## src/rtl/mips_pkg.sv

```systemverilog
// Shared register-file constants for the integer pipeline.
package mips_pkg;
    localparam int          REG_NUM  = 32;
    localparam int          REG_AW   = 5;
    localparam logic [4:0]  REG_ZERO = 5'd0;
endpackage

```

## src/rtl/sb_counter.sv

```systemverilog
// Per-register pending-write counter with saturation guard and underflow detect.
module sb_counter #(
    parameter int CNT_W = 2
) (
    input  logic clk,
    input  logic resetn,
    input  logic inc,
    input  logic dec,
    input  logic clr,
    output logic nz,
    output logic full,
    output logic underflow
);
    logic [CNT_W-1:0] cnt_q, cnt_d;

    assign nz        = (cnt_q != '0);
    assign full      = (cnt_q == '1);
    assign underflow = dec & ~nz;

    // Simultaneous inc/dec cancel; a dec at zero is dropped (reported via underflow).
    always_comb begin
        cnt_d = cnt_q;
        if (clr) begin
            cnt_d = '0;
        end else if (inc && !dec && !full) begin
            cnt_d = cnt_q + CNT_W'(1);
        end else if (dec && !inc && nz) begin
            cnt_d = cnt_q - CNT_W'(1);
        end
    end

    always_ff @(posedge clk or negedge resetn) begin
        if (!resetn) begin
            cnt_q <= '0;
        end else begin
            cnt_q <= cnt_d;
        end
    end
endmodule

```

## src/rtl/rf_scoreboard.sv

```systemverilog
// Issue-side RAW/WAW hazard scoreboard: one pending-write counter per GPR (r0 untracked).
module rf_scoreboard
    import mips_pkg::*;
#(
    parameter int CNT_W = 2
) (
    input  logic               clk,
    input  logic               resetn,
    input  logic               id_valid,
    input  logic [REG_AW-1:0]  id_rs,
    input  logic               id_rs_used,
    input  logic [REG_AW-1:0]  id_rt,
    input  logic               id_rt_used,
    input  logic               id_we,
    input  logic [REG_AW-1:0]  id_waddr,
    output logic               issue_ready,
    input  logic               wb_valid,
    input  logic [REG_AW-1:0]  wb_waddr,
    input  logic               flush,
    output logic [REG_NUM-1:0] pending,
    output logic               sb_err
);
    logic [REG_NUM-1:0] full_vec;
    logic [REG_NUM-1:0] uflow_vec;
    logic               fire, do_inc, do_ret;
    logic               rs_ok, rt_ok, wr_ok;
    logic               sb_err_q, sb_err_d;

    assign rs_ok       = ~id_rs_used | ~pending[id_rs];
    assign rt_ok       = ~id_rt_used | ~pending[id_rt];
    assign wr_ok       = ~id_we | (id_waddr == REG_ZERO) | ~full_vec[id_waddr];
    assign issue_ready = rs_ok & rt_ok & wr_ok;

    assign fire   = id_valid & issue_ready & ~flush;
    assign do_inc = fire & id_we & (id_waddr != REG_ZERO);
    assign do_ret = wb_valid & ~flush & (wb_waddr != REG_ZERO);

    assign pending[0]   = 1'b0;
    assign full_vec[0]  = 1'b0;
    assign uflow_vec[0] = 1'b0;

    generate
        for (genvar i = 1; i < REG_NUM; i++) begin : g_cnt
            sb_counter #(.CNT_W(CNT_W)) u_cnt (
                .clk       (clk),
                .resetn    (resetn),
                .inc       (do_inc && (id_waddr == REG_AW'(i))),
                .dec       (do_ret && (wb_waddr == REG_AW'(i))),
                .clr       (flush),
                .nz        (pending[i]),
                .full      (full_vec[i]),
                .underflow (uflow_vec[i])
            );
        end
    endgenerate

    // Sticky until flush or reset.
    always_comb begin
        sb_err_d = sb_err_q | (|uflow_vec);
        if (flush) begin
            sb_err_d = 1'b0;
        end
    end

    always_ff @(posedge clk or negedge resetn) begin
        if (!resetn) begin
            sb_err_q <= 1'b0;
        end else begin
            sb_err_q <= sb_err_d;
        end
    end

    assign sb_err = sb_err_q;
endmodule

```

## config.mk

```make
export PLATFORM = sky130hd
export DESIGN_NAME = rf_scoreboard
export DESIGN_NICKNAME = d
export VERILOG_FILES = /design/src/rtl/mips_pkg.sv /design/src/rtl/sb_counter.sv /design/src/rtl/rf_scoreboard.sv
export SDC_FILE = /design/constraint.sdc
export NUM_CORES = 1
export LEC_CHECK = 0
export CAP_MARGIN = 20
export CORE_ASPECT_RATIO = 0.6
export CORE_MARGIN = 2
export CORE_UTILIZATION = 63
export DETAILED_ROUTE_END_ITERATION = 7
export PLACE_DENSITY = 0.95
export REMOVE_ABC_BUFFERS = 1
export SLEW_MARGIN = 20
export SYNTH_ARGS = -nofsm -noshare
export SYNTH_HDL_FRONTEND = slang
export SYNTH_HIERARCHICAL = 1
export SYNTH_SLANG_ARGS = --single-unit
```

## constraint.sdc

```tcl
create_clock -name clk -period 4.7 [get_ports clk]
set_input_delay 0.94 -clock clk [delete_from_list [all_inputs] [get_ports clk]]
set_output_delay 0.94 -clock clk [all_outputs]
set_load 0.01 [all_outputs]
```

==> results.ini <==
[final_layout]
n_antenna_cell = 0
final_area_um2 = 7130
fin_util_pct = 76.8
fin_cells = 940
drive_gt1_share_pct = 22.1
final_common_cell = nor2_1
area_delta_synth_final_pct = 17.3
most-common-layout-cells = nor2_1, nand2_1, dfrtp_1, clkdlybuf4s50_1, nand2b_1
final_net_count = 835
final.fill_count = 639

[pwr]
p_per_area_nw_per_um2 = 195
cellLeakagePower_nw = 2.71
vdd.ir_drop.worst_mv = 0.170

[floorplan]
core_area_um2 = 9290
dieWidth_um = 131
dieHeight_um = 80.1
fp-row-count = 27
start_util_pct = 65.4
io_pins = 62
design.die.area_um2 = 10500

[synth]
ys.flop_type = dfrtp_1
async_reset_ff_share_pct = 100
ys_seq_elements = 63
synth_edf_count = 0
yosys_warnings = 6
yosysSeqAreaShare_pct = 25.9
synth_area_um2 = 6080
syn_avg_cell_area_um2 = 8.20
synth.distinct_cells = 47
syn_inst = 741

[placed_design]
port_buffers = 60
pre_cts_ws_ns = 0.0689
place_hpwl_um = 15600
place_congestion = 1.06
place_area_um2 = 6840
placedCellCount = 926

[clocking]
numCtsBuffers = 9
htree_levels = 3
cts_tree = done
clock_latency_ns = 0.34
cts.sinks = 63
clk_path_buf_depth = 2
clk_pin_slew_ns = 0.05
cts_root_buf = clkbuf_16

[drt]
num_vias = 6289
wl_per_cell_um = 22.4
drc = 0
antenna_left = 0
vias_per_cell = 6.69
routed_wl_um = 21000
drt_iter0_drc = 759
drt-pass1-iter-count = 6

[grt]
track_usage_pct = 41.2
grt-ovfl-total = 0
grt_max_degree = 66
grt_pass1_wl_um = 32100
grt_pass1_vias = 5850
antenna_found_initial = 0

[outcome]
status = finished, final reports clean

[timing]
finalHoldViolations = 0
slew_headroom_pct = 35.8
finalCritPeriodShare_pct = 97.3
post-route-min-period_ns = 4.57
max_freq_ghz = 0.219
final.setup.worst_slack_ns = 0.126
worstMarginPinSlew_ns = 0.963
fin_tns_setup_ns = 0
slew_viol_final = 0
finClkSkew_ns = 0.00751
rsz0062_at_grt = false
setup_viol = 0

[worst_setup_path]
cp.arrival_ns = 3.63
startpoint_type = input pin
cp_max_fo = 10
cp.required_ns = 3.76
worstSetupPathType = in -> out
end_kind = output port

[flow_run]
max_cap_violations = 0

[min_path]
min_path_type = reg -> reg

-- cells in the mapped netlist (3+ instances only) --
master    instances  area (um^2)
mux2i_1          21          210
dfrtp_1          63         1580
mux2_2            4         45.0
nand4b_1          4         35.0
buf_4             4         30.0
and2_1           32          200
nor4_2            4         50.1
and2b_1          30          225
nand3_1           7         35.0
nor3_1            7         35.0
or2_2            31          194
nand3b_1         32          240
or2b_2           30          263
a221oi_2         30          450
nand2b_1         38          238
nor2b_1          12         75.1
a22oi_1           4         30.0
o21ai_0          31          155
a21oi_1          35          175
nand2_1          67          251
mux4_2           11          248
nor4_1           35          219
o21ai_2          30          263
clkbuf_1         11         41.3
a221oi_1          3         26.3
buf_6             4         45.0
inv_1            34          128
nand4_1           3         18.8
nor2_1           99          372
buf_2             4         20.0
-- what timing repair did --
action,CTS,global route
hold buffers,0,0
resized for setup,0,1
setup endpoints to repair,0,1
buffers inserted,0,0
-- cell families (layout without fill, tap and decap cells) --
group | count (synthesis) | in the layout | synth area share [%]
DFF | 63 | 63 | 25.9
AOI/OAI and AO/OA | 145 | 145 | 20.1
and+or+nand+nor | 437 | 437 | 41.0
other | 1 | 1 | 0.0617
muxes | 37 | 37 | 8.46
buffers and inverters | 58 | 127 | 4.40
-- worst max-delay path, cell delays in order --
cell             delay (ns)
clkdlybuf4s50_1        0.45
buf_4                  0.20
mux4_2                 0.52
mux2i_1                0.21
nor2b_1                0.08
o31ai_1                0.41
o31ai_4                0.12
nor2_1                 0.15
clkdlybuf4s50_1        0.55
-- stage by stage --
step | hold slack [ns] | total power, W
after CTS | 0.516 | 0.00139
after detailed placement | 0.508 | 0.000732
after floorplan | 0.473 | 0.000624
after global placement | 0.489 | 0.000729
after global routing | 0.536 | 0.00143
final | 0.519 | 0.00139
-- final timing paths --
path | cells past startpoint | slack [ns] | startpoint | to
setup / recovery | 9 | 0.13 | id_waddr[0] | issue_ready
hold / removal | 1 | 0.52 | g_cnt[31].u_cnt/cnt_q[0]$_DFFE_PN0P_ | g_cnt[31].u_cnt/cnt_q[0]$_DFFE_PN0P_
setup reg to reg | 11 | 0.98 | g_cnt[9].u_cnt/cnt_q[0]$_DFFE_PN0P_ | g_cnt[23].u_cnt/cnt_q[0]$_DFFE_PN0P_
hold reg to reg | 1 | 0.52 | g_cnt[31].u_cnt/cnt_q[0]$_DFFE_PN0P_ | g_cnt[31].u_cnt/cnt_q[0]$_DFFE_PN0P_
max in group asynchronous | 2 | 3.09 | resetn | g_cnt[15].u_cnt/cnt_q[0]$_DFFE_PN0P_
min in group asynchronous | 1 | 0.66 | resetn | g_cnt[18].u_cnt/cnt_q[0]$_DFFE_PN0P_
-- routing by layer --
metal | track usage (%) | routed length (um)
met1 | 57.3 | 8870
met2 | 61.4 | 9020
met3 | 12.2 | 2510
met4 | 13.3 | 627
met5 | 0 | 0
-- cell type report --
| class | count | area (um^2) | share of cell area, % |
|---|---|---|---|
| clock inverter | 4 | 47.5 | 0.667 |
| timing repair buffer | 79 | 736 | 10.3 |
| sequential | 63 | 1580 | 22.1 |
| clock buffer | 10 | 239 | 3.35 |
| inverter | 34 | 128 | 1.79 |
| multi-input combinational | 620 | 4240 | 59.5 |
| tap | 130 | 163 | 2.28 |
-- report_power, final --
group / internal (W) / leakage (nW) / switching (W)
registers: 0.000545 / 0.880 / 0.00000188
clock network: 0.000417 / 0.140 / 0.000245
logic: 0.0000659 / 1.69 / 0.000118
-- registers in the layout, indices dropped and copies added (netlist names) --
register / count
g_cnt.u_cnt/cnt_q: 62
sb_err: 1
(Power assumes the default switching activity.)
